$ cat config.mk
export PLATFORM = sky130hd
export DESIGN_NAME = rob_flush_ctrl_flat
export DESIGN_NICKNAME = d
export VERILOG_FILES = /design/src/rtl/rob_flush_ctrl_pkg.sv /design/src/rtl/rob_flush_ctrl_if.sv /design/src/rtl/rob_flush_ctrl_flush_front_search.sv /design/src/rtl/rob_flush_ctrl.sv /design/src/flat_wrapper.sv
export SDC_FILE = /design/constraint.sdc
export NUM_CORES = 1
export LEC_CHECK = 0
export ABC_AREA = 1
export BUFFER_PORTS_ARGS = -buffer_cell sky130_fd_sc_hd__buf_4
export CAP_MARGIN = 40
export CORE_ASPECT_RATIO = 0.6
export CORE_UTILIZATION = 59
export CTS_CLUSTER_DIAMETER = 60
export CTS_CLUSTER_SIZE = 10
export DETAILED_ROUTE_END_ITERATION = 8
export GPL_TIMING_DRIVEN = 1
export HOLD_SLACK_MARGIN = 0.02
export PLACE_DENSITY = 0.83
export SETUP_SLACK_MARGIN = 0.2
export SLEW_MARGIN = 20
export SYNTH_ARGS = -nofsm -noshare
export SYNTH_HDL_FRONTEND = slang
export SYNTH_SLANG_ARGS = --single-unit
$ cat constraint.sdc
create_clock -name clk -period 4.9 [get_ports clk]
set_input_delay 0.735 -clock clk [delete_from_list [all_inputs] [get_ports clk]]
set_output_delay 0.735 -clock clk [all_outputs]
set_load 0.01 [all_outputs]
$ cat src/rtl/rob_flush_ctrl_pkg.sv
// ---------------------------------------------------------------------------
// rob_flush_ctrl_pkg
// Shared types and defaults for the reorder-buffer flush controller.
//   rob_idx_t    : entry index for the default 8-entry buffer
//   rob_state_e  : controller state, NORMAL or RECOVER (post-flush stall)
//   *_DEFAULT    : default entry count and recovery window length
// ---------------------------------------------------------------------------
package rob_flush_ctrl_pkg;

  localparam int ROB_SIZE_DEFAULT       = 8;
  localparam int RECOVER_CYCLES_DEFAULT = 1;

  typedef logic [$clog2(ROB_SIZE_DEFAULT)-1:0] rob_idx_t;

  typedef enum logic {
    NORMAL  = 1'b0,
    RECOVER = 1'b1
  } rob_state_e;

endpackage

$ cat src/rtl/rob_flush_ctrl_if.sv
// ---------------------------------------------------------------------------
// rob_flush_ctrl_if
// Bundles the allocation, commit and flush handshakes plus the buffer status
// of the reorder-buffer flush controller.
//   master : the surrounding pipeline (drives requests, observes status)
//   slave  : the controller itself
// Signals:
//   alloc_req / alloc_ready / alloc_idx   - allocation at the front pointer
//   commit_req / commit_ack / commit_idx  - retirement at the back pointer
//   flush_req / flush_mask                - per-entry kill request
//   valid_o, front_ptr, back_ptr, count, empty, full, recovering - status
// ---------------------------------------------------------------------------
interface rob_flush_ctrl_if #(
  parameter int SIZE = 8
);

  localparam int IW = $clog2(SIZE);

  logic            alloc_req;
  logic            alloc_ready;
  logic [IW-1:0]   alloc_idx;
  logic            commit_req;
  logic            commit_ack;
  logic [IW-1:0]   commit_idx;
  logic            flush_req;
  logic [SIZE-1:0] flush_mask;
  logic [SIZE-1:0] valid_o;
  logic [IW-1:0]   front_ptr;
  logic [IW-1:0]   back_ptr;
  logic [IW:0]     count;
  logic            empty;
  logic            full;
  logic            recovering;

  modport master (
    output alloc_req, commit_req, flush_req, flush_mask,
    input  alloc_ready, alloc_idx, commit_ack, commit_idx,
           valid_o, front_ptr, back_ptr, count, empty, full, recovering
  );

  modport slave (
    input  alloc_req, commit_req, flush_req, flush_mask,
    output alloc_ready, alloc_idx, commit_ack, commit_idx,
           valid_o, front_ptr, back_ptr, count, empty, full, recovering
  );

endinterface

$ cat src/rtl/rob_flush_ctrl_flush_front_search.sv
// ---------------------------------------------------------------------------
// rob_flush_ctrl_flush_front_search
// Combinational search for the oldest entry that a flush kills.
//   valid, flush_mask : per-entry valid bits and kill request
//   back_ptr, count   : start and length of the occupied circular region
//   k                 : index of the oldest valid, masked entry
//   found             : such an entry exists inside the occupied region
// ---------------------------------------------------------------------------
module rob_flush_ctrl_flush_front_search #(
  parameter int SIZE = 8
) (
  input  logic [SIZE-1:0]          valid,
  input  logic [SIZE-1:0]          flush_mask,
  input  logic [$clog2(SIZE)-1:0]  back_ptr,
  input  logic [$clog2(SIZE):0]    count,
  output logic [$clog2(SIZE)-1:0]  k,
  output logic                     found
);

  localparam int IW = $clog2(SIZE);
  localparam int CW = IW + 1;

  logic [SIZE-1:0]   cand;
  logic [2*SIZE-1:0] dbl;
  logic [SIZE-1:0]   rot;
  logic [IW-1:0]     off;

  // Rotate the candidate bits so the oldest entry sits at bit 0, then pick
  // the lowest set bit within the first count positions. The loop runs from
  // the top down so the lowest matching position is the one that sticks.
  always_comb begin
    cand  = valid & flush_mask;
    dbl   = {cand, cand} >> back_ptr;
    rot   = dbl[SIZE-1:0];
    found = 1'b0;
    off   = '0;
    for (int i = SIZE - 1; i >= 0; i--) begin
      if (rot[i] && (CW'(i) < count)) begin
        found = 1'b1;
        off   = IW'(i);
      end
    end
    k = back_ptr + off;
  end

endmodule

$ cat src/rtl/rob_flush_ctrl.sv
// ---------------------------------------------------------------------------
// rob_flush_ctrl
// Pointer and valid-bit controller for a circular in-order buffer (e.g. the
// reorder buffer). Entries are allocated at front_ptr, retired at back_ptr,
// and a flush squashes everything from the oldest killed entry to the
// youngest, rewinds front_ptr and stalls allocation for RECOVER_CYCLES.
// Ports:
//   clk, rst : clock and asynchronous active-high reset
//   bus      : rob_flush_ctrl_if.slave (alloc / commit / flush / status)
// ---------------------------------------------------------------------------
module rob_flush_ctrl
  import rob_flush_ctrl_pkg::*;
#(
  parameter int SIZE           = ROB_SIZE_DEFAULT,
  parameter int RECOVER_CYCLES = RECOVER_CYCLES_DEFAULT
) (
  input  logic             clk,
  input  logic             rst,
  rob_flush_ctrl_if.slave  bus
);

  localparam int IW = $clog2(SIZE);
  localparam int CW = IW + 1;

  logic [SIZE-1:0] valid_q, valid_d;
  logic [IW-1:0]   front_q, front_d;
  logic [IW-1:0]   back_q, back_d;
  logic [CW-1:0]   count_q, count_d;
  rob_state_e      state_q, state_d;
  logic [3:0]      rcnt_q, rcnt_d;

  logic            full_w;
  logic            empty_w;
  logic            alloc_ready_w;
  logic            commit_ack_w;
  logic            alloc_fire;
  logic            flush_eff;
  logic [IW-1:0]   k;
  logic            found;
  logic [IW-1:0]   k_off;
  logic [IW-1:0]   rel;

  rob_flush_ctrl_flush_front_search #(
    .SIZE (SIZE)
  ) u_search (
    .valid      (valid_q),
    .flush_mask (bus.flush_mask),
    .back_ptr   (back_q),
    .count      (count_q),
    .k          (k),
    .found      (found)
  );

  // Handshake qualifiers. A commit never retires an entry that is being
  // killed in the same cycle, which guarantees k != back_ptr on an ack.
  always_comb begin
    full_w        = (count_q == CW'(SIZE));
    empty_w       = (count_q == '0);
    alloc_ready_w = (state_q == NORMAL) && !full_w && !bus.flush_req;
    commit_ack_w  = bus.commit_req && valid_q[back_q] &&
                    !(bus.flush_req && bus.flush_mask[back_q]);
    alloc_fire    = bus.alloc_req && alloc_ready_w;
    flush_eff     = bus.flush_req && found;
    k_off         = k - back_q;
  end

  // Next-state computation. The commit acts on the pre-flush back pointer;
  // a flush kills every entry whose age offset lies in [k_off, count) and
  // the surviving count is k_off less any same-cycle retirement. Allocation
  // cannot coincide with a flush because flush_req drops alloc_ready.
  always_comb begin
    valid_d = valid_q;
    front_d = front_q;
    back_d  = back_q;
    count_d = count_q;
    state_d = state_q;
    rcnt_d  = rcnt_q;
    rel     = '0;

    if (commit_ack_w) begin
      valid_d[back_q] = 1'b0;
      back_d          = back_q + IW'(1);
    end

    if (flush_eff) begin
      for (int i = 0; i < SIZE; i++) begin
        rel = IW'(i) - back_q;
        if ((rel >= k_off) && (CW'(rel) < count_q)) begin
          valid_d[i] = 1'b0;
        end
      end
      front_d = k;
      count_d = CW'(k_off) - CW'(commit_ack_w);
    end else begin
      if (alloc_fire) begin
        valid_d[front_q] = 1'b1;
        front_d          = front_q + IW'(1);
      end
      count_d = count_q + CW'(alloc_fire) - CW'(commit_ack_w);
    end

    // Recovery window: an effective flush (re)loads the counter, otherwise
    // RECOVER counts down and leaves after the cycle that holds 1.
    if (flush_eff) begin
      state_d = RECOVER;
      rcnt_d  = 4'(RECOVER_CYCLES);
    end else if (state_q == RECOVER) begin
      if (rcnt_q <= 4'd1) begin
        state_d = NORMAL;
        rcnt_d  = 4'd0;
      end else begin
        rcnt_d  = rcnt_q - 4'd1;
      end
    end
  end

  // All controller state, including the FSM, lives in this one register
  // block and clears immediately on reset, even in the middle of recovery.
  always_ff @(posedge clk or posedge rst) begin
    if (rst) begin
      valid_q <= '0;
      front_q <= '0;
      back_q  <= '0;
      count_q <= '0;
      state_q <= NORMAL;
      rcnt_q  <= 4'd0;
    end else begin
      valid_q <= valid_d;
      front_q <= front_d;
      back_q  <= back_d;
      count_q <= count_d;
      state_q <= state_d;
      rcnt_q  <= rcnt_d;
    end
  end

  assign bus.alloc_ready = alloc_ready_w;
  assign bus.alloc_idx   = front_q;
  assign bus.commit_ack  = commit_ack_w;
  assign bus.commit_idx  = back_q;
  assign bus.valid_o     = valid_q;
  assign bus.front_ptr   = front_q;
  assign bus.back_ptr    = back_q;
  assign bus.count       = count_q;
  assign bus.empty       = empty_w;
  assign bus.full        = full_w;
  assign bus.recovering  = (state_q == RECOVER);

endmodule

$ cat src/flat_wrapper.sv
// flat-port wrapper written by rule: the top's interface ports become plain ports
module rob_flush_ctrl_flat import rob_flush_ctrl_pkg::*;
#(
  parameter int SIZE           = ROB_SIZE_DEFAULT,
  parameter int RECOVER_CYCLES = RECOVER_CYCLES_DEFAULT
)
  (clk, rst, bus_alloc_req, bus_commit_req, bus_flush_req, bus_flush_mask, bus_alloc_ready, bus_alloc_idx, bus_commit_ack, bus_commit_idx, bus_valid_o, bus_front_ptr, bus_back_ptr, bus_count, bus_empty, bus_full, bus_recovering);
  rob_flush_ctrl_if #(.SIZE(SIZE)) bus_i ();
  input  logic clk;
  input  logic rst;
  input wire logic [$bits(bus_i.alloc_req)-1:0] bus_alloc_req;
  input wire logic [$bits(bus_i.commit_req)-1:0] bus_commit_req;
  input wire logic [$bits(bus_i.flush_req)-1:0] bus_flush_req;
  input wire logic [$bits(bus_i.flush_mask)-1:0] bus_flush_mask;
  output wire logic [$bits(bus_i.alloc_ready)-1:0] bus_alloc_ready;
  output wire logic [$bits(bus_i.alloc_idx)-1:0] bus_alloc_idx;
  output wire logic [$bits(bus_i.commit_ack)-1:0] bus_commit_ack;
  output wire logic [$bits(bus_i.commit_idx)-1:0] bus_commit_idx;
  output wire logic [$bits(bus_i.valid_o)-1:0] bus_valid_o;
  output wire logic [$bits(bus_i.front_ptr)-1:0] bus_front_ptr;
  output wire logic [$bits(bus_i.back_ptr)-1:0] bus_back_ptr;
  output wire logic [$bits(bus_i.count)-1:0] bus_count;
  output wire logic [$bits(bus_i.empty)-1:0] bus_empty;
  output wire logic [$bits(bus_i.full)-1:0] bus_full;
  output wire logic [$bits(bus_i.recovering)-1:0] bus_recovering;
  assign bus_i.alloc_req = bus_alloc_req;
  assign bus_i.commit_req = bus_commit_req;
  assign bus_i.flush_req = bus_flush_req;
  assign bus_i.flush_mask = bus_flush_mask;
  assign bus_alloc_ready = bus_i.alloc_ready;
  assign bus_alloc_idx = bus_i.alloc_idx;
  assign bus_commit_ack = bus_i.commit_ack;
  assign bus_commit_idx = bus_i.commit_idx;
  assign bus_valid_o = bus_i.valid_o;
  assign bus_front_ptr = bus_i.front_ptr;
  assign bus_back_ptr = bus_i.back_ptr;
  assign bus_count = bus_i.count;
  assign bus_empty = bus_i.empty;
  assign bus_full = bus_i.full;
  assign bus_recovering = bus_i.recovering;
  rob_flush_ctrl #(.SIZE(SIZE), .RECOVER_CYCLES(RECOVER_CYCLES)) u_core (.clk(clk), .rst(rst), .bus(bus_i));
endmodule
* Yosys cells after proc, flatten, opt, wreduce, memory -nomap -nowiden
Index checks and enable logic that the tools add are counted.
Operators by class: reduce and logical (&&, ||, !) cells 31, shifts and indexed selects 1, add/subtract/negate cells 16, order comparisons 29, bitwise operators 5, muxes and demuxes 44, equal/unequal tests 1
Operators with widths (number):
- $lt A3 B4 Y1 | 8
- $mux W3 | 10
- $logic_and A1 B1 Y1 | 25
- $ge A3 B3 Y1 | 8
- $mux W8 | 3
- $mux W1 | 23
- $and A8 B8 Y8 | 2
- $lt A3 B4 Y1 const A | 4
- $mux W4 | 4
- $shr A16 B3 Y8 | 1
- $sub A3 B3 Y3 const A | 4
- $lt A1 B4 Y1 const A | 2
- $lt A2 B4 Y1 const A | 2
- $lt A3 B4 Y1 const B | 2
- $not A8 Y8 | 1
- $or A8 B8 Y8 | 1
- $add A3 B1 Y3 const B | 2
- $bmux W1 S3 | 2
- $demux W1 S3 | 2
- $ge A3 B1 Y1 const B | 2
- $sub A1 B3 Y3 const A | 2
- $sub A2 B3 Y3 const A | 2
- $add A4 B1 Y4 | 1
- $eq A4 B4 Y1 const B | 1
- 10 further kinds | 13
Word-level totals: register bits after elaboration 23, output and inout bits 29

* Logic depth before layout (Yosys ltp)
Gate-level depths: netlist of run 1.
depth in word-level cells 17, gate-level depth with buffers 23, gate-level depth less buffers 23

* Cells and area by module
A second synthesis of run 1 with hierarchy kept.
Unflattened totals: cell total of the unflattened synthesis 458, area total of the unflattened synthesis 3079.2 um^2
By module, submodules not included:
- rob_flush_ctrl | area each 2481.1 um^2, times used 1, cells each 345, seq. area each 575.6 um^2
- rob_flush_ctrl_flush_front_search | area each 598.1 um^2, times used 1, cells each 113, seq. area each 0.0 um^2

* Worst setup path before layout of run 1
OpenSTA, ideal clock, no wires.
kind register -> register, start register u_core.count_q[3] (netlist: u_core.bus.count[3]), end register u_core.valid_q[1] (netlist: u_core.bus.valid_o[1]), stages on the path, launching flop included 20, required time 4.818 ns, arrival 3.858 ns, path slack 0.960 ns, setup time 0.082 ns, cells stage by stage dfrtp_1 > clkbuf_1 > inv_1 > ha_1 > nand2_1 > nor2_1 > inv_1 > nand3_2 > a21boi_0 > ha_1 > fa_1 > fa_1 > inv_1 > ha_1 > inv_1 > a21oi_1 > nor2_1 > o22ai_1 > nor2_1 > o22ai_1
On the way: longest elaborated chain between the ends 16
RTL lines:
- from (decl) | line rob_flush_ctrl.sv:28 | logic [CW-1:0] count_q, count_d;
- from (signal assigned) | line rob_flush_ctrl.sv:131 | count_q <= count_d;
- $lt A3 B4 Y1 | line rob_flush_ctrl_flush_front_search.sv:38 | if (rot[i] && (CW'(i) < count)) begin
- $logic_and A1 B1 Y1 | line rob_flush_ctrl_flush_front_search.sv:38
- $mux W3 (8 in series) | line rob_flush_ctrl_flush_front_search.sv:38
- $add A3 B3 Y3 | line rob_flush_ctrl_flush_front_search.sv:43 | k = back_ptr + off;
- $sub A3 B3 Y3 | line rob_flush_ctrl.sv:64 | k_off = k - back_q;
- $ge A3 B3 Y1 | line rob_flush_ctrl.sv:88 | if ((rel >= k_off) && (CW'(rel) < count_q)) begin
- $logic_and A1 B1 Y1 | line rob_flush_ctrl.sv:88
- $mux W1 | line rob_flush_ctrl.sv:88
- $mux W8 * | line rob_flush_ctrl.sv:85 | if (flush_eff) begin
- via u_core.valid_d[1] | line rob_flush_ctrl.sv:25 | logic [SIZE-1:0] valid_q, valid_d;
- to (signal assigned) | line rob_flush_ctrl.sv:128 | valid_q <= valid_d;
- to (decl) | line rob_flush_ctrl.sv:25
The timed path passes the listed nets; every way through them passes the cells marked *. A chain may end at the register's enable or synchronous reset.

* Final worst setup path of run 1
start register u_core.count_q[2] (netlist: u_core.bus.count[2]), end register u_core.valid_q[1] (netlist: u_core.bus.valid_o[1])
The elaborated chain is that of the path after synthesis.

==> key figures, run 1 <==
Timing
  – Sum of negative setup slack: 0 ns
  – Tmin final: roughly 4.4 ns
  – Setup skew after layout: 0.00595 ns
  – Max Fclk: roughly 0.23 GHz
  – Finish-stage setup viols: 0
  – Count of pins over their slew limit: 0
  – Headroom to the max-slew limit: 0.625
  – RSZ-0062 raised after global routing: false
  – Part of the cycle the worst path needs: 0.900
  – Slew at the pin closest to its max-slew limit: 0.562 ns
  – Post-route worst hold slack: between 0.4 and 0.5 ns
  – Number of hold-slack violations in the final timing report: 0

Drt
  – Number of design rule violations left after detail routing: 0
  – Number of DRC markers after the initial detailed-route iteration: approximately 300
  – WL per Instance: about 16 µm
  – Detailed-route wire length: 8000 µm
  – Number of vias after detailed routing: ~3000
  – Number of nets with antenna violations after routing: 0
  – Via-to-Cell Ratio: between 5 and 6
  – TritonRoute pass-1 iters: 4

Clock tree
  – Latest clock arrival within the worst-skew pair: between 0.2 and 0.3 ns
  – Sinks on Clock Net: 23
  – TritonCTS clock tree: done
  – Clock buffers created by TritonCTS: 3
  – Clock transition at the register clock pins on the worst setup and hold paths after CTS: 0.10 ns
  – Total number of H-tree levels: 1
  – Root Buffer Master: clkbuf_8
  – Clock buffer depth: 2

Synth
  – Warning count from the yosys run: 0
  – Post-synth ARST share: 1.00
  – Largest area contributor in the synthesized netlist: dfrtp_1
  – Leading post-synthesis cells by instance count: 77 x nand2_1, 49 x nand3_1, 41 x ha_1
  – Dominant cell by count in the synthesized netlist: nand2_1
  – Synth Instances: approximately 400
  – Most used flip-flop cell after synthesis: dfrtp_1
  – Proportion of netlist area held by the largest area contributor: 0.201
  – Top cells by area in the synthesized netlist: dfrtp_1 20%, ha_1 18%, nand2_1 10%, nand3_1 8.5%, inv_1 5.2%
  – Portion of the post-synthesis area used by sequential elements: 0.201
  – Mapped Avg Cell Area: 7.16 µm²
  – Number of unique standard cell types used by synthesis: 38
  – Number of flops mapped to enable cells by yosys: 0
  – Post-Synthesis Net Count: between 400 and 500
  – Synthesized flop and latch total: 23
  – Area of the mapped netlist: 2870 µm²

GRT
  – GRT Total Usage: 0.322
  – Wire length of the first global-routing pass: about 13000 µm
  – Congestion Overflow GR: 0
  – Largest net degree at the start of global routing: 25
  – Number of antenna violations at the first check in global routing: 0
  – Via count of the first global-routing pass: ~2700

Worst setup path
  – Crit path max fanout: 11
  – Crit. path cell count: 21
  – Crit end category: flop
  – Critical Path, Cell by Cell: inv_1 > ha_1 > a21oi_1 > nand3_1 > nand4_1 > nand2_1 > nand2_1 > nand2_1 > nand2_1 > a21boi_0 > ha_1 > fa_1 > fa_1 > inv_1 > ha_1 > inv_1 > a21oi_1 > nor2_1 > o22ai_1 > nor2_1 > o22ai_1
  – Buf/Inv on CP: 3
  – Critical Setup Path Class: flop to flop
  – Data arrival time of the critical path: ~4.6 ns
  – Count of cells along the worst register-to-register path: 21
  – Top delay family on crit path: adder cells
  – Critical Path RT: 5.10 ns
  – Largest stage delay on the critical path: around 0.5 ns
  – Startpoint Class: flop
  – Cell repeated most along the worst path: nand2_1
  – Critical-path top delay cell: fa_1

Die
  – Floorplan die area: between 5000 and 6000 µm²
  – I/O Pins: 42
  – Starting utilization of the core area: 0.622
  – Core area: 4610 µm²
  – Die Ht: 56.0 µm
  – DIE WIDTH: ~92 µm
  – Placement Rows: 19

Placement
  – Post-detailed-placement half-perimeter wirelength: about 6200 µm
  – Number of port buffers: between 40 and 50
  – Cell count after placement: between 400 and 500
  – Post-placement cell area: 3170 µm²
  – RD Place Congestion: roughly 0.95

Run
  – Number of violations of the max-capacitance limit: 0

Outcome
  – Outcome: completed

Layout
  – Relative area change from synthesis to final layout: 12.1%
  – Area of combinational cells with multiple inputs: 1980 µm²
  – Filler Cell Count: about 400
  – Diodes inserted: 0
  – Flip-flop and latch area: 577 µm²
  – Number of standard cells in the final layout excluding fillers: ~500
  – Post-layout nets: a little under 500
  – Design Area, Final: 3220 µm²
  – Layout cell share with drive strength beyond 1: 0.173

Worst hold path
  – Hold Path Class: input port to async pin
[final cells by class]
type                    instances  area share
repair buffers                 47       0.112
well taps                      63      0.0245
clock buffers                   3      0.0128
flip-flops and latches         23       0.179
multi-input cells             316       0.617
inverters                      44      0.0521
clock inverters                 1     0.00233
[path summary, 6_finish.rpt]
kind / end / from / slack [ns]
hold reg to reg: u_core.rcnt_q[0]$_DFFE_PP0P_ / u_core.rcnt_q[0]$_DFFE_PP0P_ / 0.55
max in group asynchronous: u_core.bus.back_ptr[0]$_DFFE_PP0P_ / rst / 3.96
setup reg to reg: u_core.bus.valid_o[1]$_DFF_PP0_ / u_core.bus.count[2]$_DFF_PP0_ / 0.49
min in group clk: u_core.rcnt_q[0]$_DFFE_PP0P_ / u_core.rcnt_q[0]$_DFFE_PP0P_ / 0.55
setup / recovery: u_core.bus.valid_o[1]$_DFF_PP0_ / u_core.bus.count[2]$_DFF_PP0_ / 0.49
hold / removal: u_core.rcnt_q[1]$_DFFE_PP0P_ / rst / 0.46
[cells by family (layout without fill, tap and decap cells)]
kind of cell    Yosys count  count (layout)  share of synthesized area
compound gates           77              77                      0.154
simple gates            187             187                      0.313
flops                    23              23                      0.201
xor+xnor                  7               7                     0.0214
fa+ha+maj                44              44                      0.200
buf+inv                  62              95                      0.108
mux                       1               1                    0.00349
[metrics by stage]
stage	setup WS, ns	utilization
2_1_floorplan	0.960	-
3_3_place_gp	0.622	0.683
3_5_place_dp	0.442	0.687
4_1_cts	0.423	0.697
5_1_grt	0.273	0.698
6_report	0.489	0.698
[flip-flops by register name, summed over array words and instances (netlist names)]
signal                 cells
u_core.bus.back_ptr        3
u_core.bus.alloc_idx       3
u_core.rcnt_q              4
u_core.bus.valid_o         8
u_core.bus.count           4
u_core.bus.recovering      1
[cell usage in the layout, fill, tap and decap left out, drive strengths merged, types with 4 or more instances in the layout]
cell type	netlist	layout
o22ai	6	6
nor2	38	38
xor2	4	4
a21oi	25	25
o21ai	26	26
inv	44	44
o211ai	5	5
nand3	57	57
nand2	86	86
o21bai	4	4
ha	41	41
dfrtp	23	23
buf	17	47
[layer usage]
layer  vias up  track usage  routed length (µm)
met4         0       0.0670                  65
li1       1407            -                   -
met5         -            0                   0
met1      1384        0.482                3730
met3        11       0.0396                 653
met2       151        0.497                3540
[timing repair]
item | 4_1_cts | 5_1_grt
hold buffers | 0 | 0
setup endpoints to repair | 0 | 6
setup buffers | 0 | 0
gates resized for setup | 0 | 1
Power of run 1 is left out: the tool's default activity adds up to more than one toggle a clock period on the data nets, which glitch-free logic cannot reach.
==> run 2: changes to the inputs <==
- RECOVER_POWER: not set -> 100
==> key figures, run 2 (synthesized netlist as in run 1, its figures left out) <==
Worst setup path
  – Cell repeated most along the worst path: nand2_1
  – Minimum setup slack among reg-to-reg paths: 0.40 ns (-0.09 ns)
  – Critical-path top delay cell: clkbuf_1
  – Worst reg2reg path startpoint: u_core.bus.back_ptr[2]$_DFFE_PP0P_
  – Data arrival time of the critical path: 4.70 ns (+0.09 ns)
  – Critical Path RT: 5.10 ns (about the same)
  – Crit. path cell count: 20 (-4.8%)
  – Crit end category: flop
  – Startpoint Class: flop
  – Top delay family on crit path: adder cells
  – Count of cells along the worst register-to-register path: 20 (-4.8%)
  – Critical register-to-register path endpoint: u_core.bus.valid_o[1]$_DFF_PP0_
  – Critical Setup Path Class: flop to flop
  – Largest stage delay on the critical path: 0.71 ns (+0.21 ns)
  – Buf/Inv on CP: 3 (unchanged)
  – Crit path max fanout: 19 (+8)
  – Critical Path, Cell by Cell: clkbuf_1 > nand2_1 > nand3_1 > nand4_1 > nand2_1 > nand2_1 > nand2_1 > nand2_1 > a21boi_0 > ha_1 > fa_1 > fa_1 > inv_1 > ha_1 > inv_1 > a21oi_1 > nor2_1 > o22ai_1 > nor2_1 > o22ai_1

Timing
  – Finish-stage setup viols: 0 (unchanged)
  – Setup skew after layout: 0.00564 ns (-0.000315 ns)
  – Max Fclk: 0.222 GHz (-2.1%)
  – Sum of negative setup slack: 0 ns (unchanged)
  – Count of pins over their slew limit: 0 (unchanged)
  – Fin worst setup slack: 0.396 ns (-0.0932 ns)
  – Number of hold-slack violations in the final timing report: 0 (unchanged)
  – Tmin final: 4.50 ns (+0.0932 ns)
  – RSZ-0062 raised after global routing: false
  – Headroom to the max-slew limit: 0.371 (-0.254)
  – Part of the cycle the worst path needs: 0.919 (+0.0190)
  – Slew at the pin closest to its max-slew limit: 0.943 ns (+0.381 ns)

Drt
  – Number of DRC markers after the initial detailed-route iteration: 318 (+5.6%)
  – TritonRoute pass-1 iters: 5 (+1)
  – Number of nets with antenna violations after routing: 0 (unchanged)
  – WL per Instance: 16.2 µm (+0.44%)
  – Number of vias after detailed routing: 2955 (+0.068%)
  – Via-to-Cell Ratio: 5.95 (about the same)
  – Detailed-route wire length: 8030 µm (+0.44%)
  – Number of design rule violations left after detail routing: 0 (unchanged)

Layout
  – Area of combinational cells with multiple inputs: 1950 µm² (-1.9%)
  – Flip-flop and latch area: 577 µm² (unchanged)
  – Most common cell after layout, fill and taps aside: nand2_1
  – Relative area change from synthesis to final layout: 6.93%
  – Number of standard cells in the final layout excluding fillers: 497 (unchanged)
  – Diodes inserted: 0 (unchanged)
  – Flip-flop count of the largest register after layout: 8 (unchanged)
  – Final core utilization: 0.665 (-0.0320)
  – Layout cell share with drive strength beyond 1: 0.101 (-0.0714)
  – Post-layout nets: 492 (unchanged)
  – Commonest cells after routing, fill and taps aside: 78 x nand2_1, 50 x nand3_1, 41 x inv_1, 41 x ha_1, 37 x nor2_1
  – Filler Cell Count: 434 (+7.4%)

Run
  – Number of violations of the max-capacitance limit: 0 (unchanged)

Clock tree
  – Clock buffers created by TritonCTS: 3 (unchanged)
  – Post-CTS setup buffer count: 0 (unchanged)
  – Latest clock arrival within the worst-skew pair: 0.27 ns (about the same)
  – Sinks on Clock Net: 23 (unchanged)
  – Clock transition at the register clock pins on the worst setup and hold paths after CTS: 0.10 ns (about the same)
  – Clock buffer depth: 2 (unchanged)
  – Post-cts sizing count: 0 (unchanged)
  – Root Buffer Master: clkbuf_8
  – TritonCTS clock tree: done
  – CTS hold repair buffers: 0 (unchanged)
  – Total number of H-tree levels: 1 (unchanged)

Worst hold path
  – Hold Path Class: input port to async pin

Die
  – Starting utilization of the core area: 0.622 (unchanged)
  – DIE WIDTH: 92.0 µm (unchanged)
  – Core area: 4610 µm² (unchanged)
  – Die Ht: 56.0 µm (unchanged)
  – I/O Pins: 42 (unchanged)
  – Floorplan die area: 5160 µm² (unchanged)
  – Placement Rows: 19 (unchanged)

Placement
  – RD Place Congestion: 0.949 (unchanged)
  – Number of port buffers: 41 (unchanged)
  – Post-detailed-placement half-perimeter wirelength: 6190 µm (unchanged)
  – Cell count after placement: 493 (unchanged)
  – Post-place setup slack: 0.442 ns (unchanged)

GRT
  – Number of antenna violations at the first check in global routing: 0 (unchanged)
  – Largest net degree at the start of global routing: 25 (unchanged)
  – Congestion Overflow GR: 0 (unchanged)
  – Via count of the first global-routing pass: 2685 (unchanged)
  – GRT Total Usage: 0.322 (unchanged)
  – Wire length of the first global-routing pass: 13000 µm (unchanged)

Outcome
  – Outcome: completed
==> run 2: cell type report <==
class,instances,share of cell area
Multi-Input combinational cell,316,0.634
Sequential cell,23,0.188
Timing Repair Buffer,47,0.0819
Inverter,44,0.0542
Tap cell,63,0.0257
Clock buffer,3,0.0135
Clock inverter,1,0.00245
==> run 2: layer usage <==
| metal | global-route usage | wire [µm] | vias to the layer above |
|---|---|---|---|
| met5 | 0 | 0 | - |
| li1 | - | - | 1406 |
| met3 | 0.0396 | 655 | 17 |
| met1 | 0.482 | 3780 | 1377 |
| met2 | 0.497 | 3500 | 155 |
| met4 | 0.0670 | 102 | 0 |
==> run 2: how the worst max path moves through the flow <==
stage	from	endpoint	slack (ns)
global placement	u_core.bus.back_ptr[0]$_DFFE_PP0P_	u_core.bus.valid_o[1]$_DFF_PP0_	0.62
CTS	u_core.bus.back_ptr[0]$_DFFE_PP0P_	u_core.bus.valid_o[1]$_DFF_PP0_	0.42
detailed placement	u_core.bus.back_ptr[0]$_DFFE_PP0P_	u_core.bus.valid_o[1]$_DFF_PP0_	0.44
global route	u_core.bus.count[2]$_DFF_PP0_	u_core.bus.valid_o[4]$_DFF_PP0_	0.17
floorplan	u_core.bus.count[3]$_DFF_PP0_	u_core.bus.valid_o[1]$_DFF_PP0_	0.96
finish	u_core.bus.back_ptr[2]$_DFFE_PP0P_	u_core.bus.valid_o[1]$_DFF_PP0_	0.40
==> run 2: per-stage QoR <==
step,hold WS [ns],instance area (µm²)
3_5_place_dp,0.540,3170
5_1_grt,0.463,3070
3_3_place_gp,0.533,3150
4_1_cts,0.466,3220
2_1_floorplan,0.503,2870
6_report,0.441,3070
Power of run 2 is left out for the same reason.
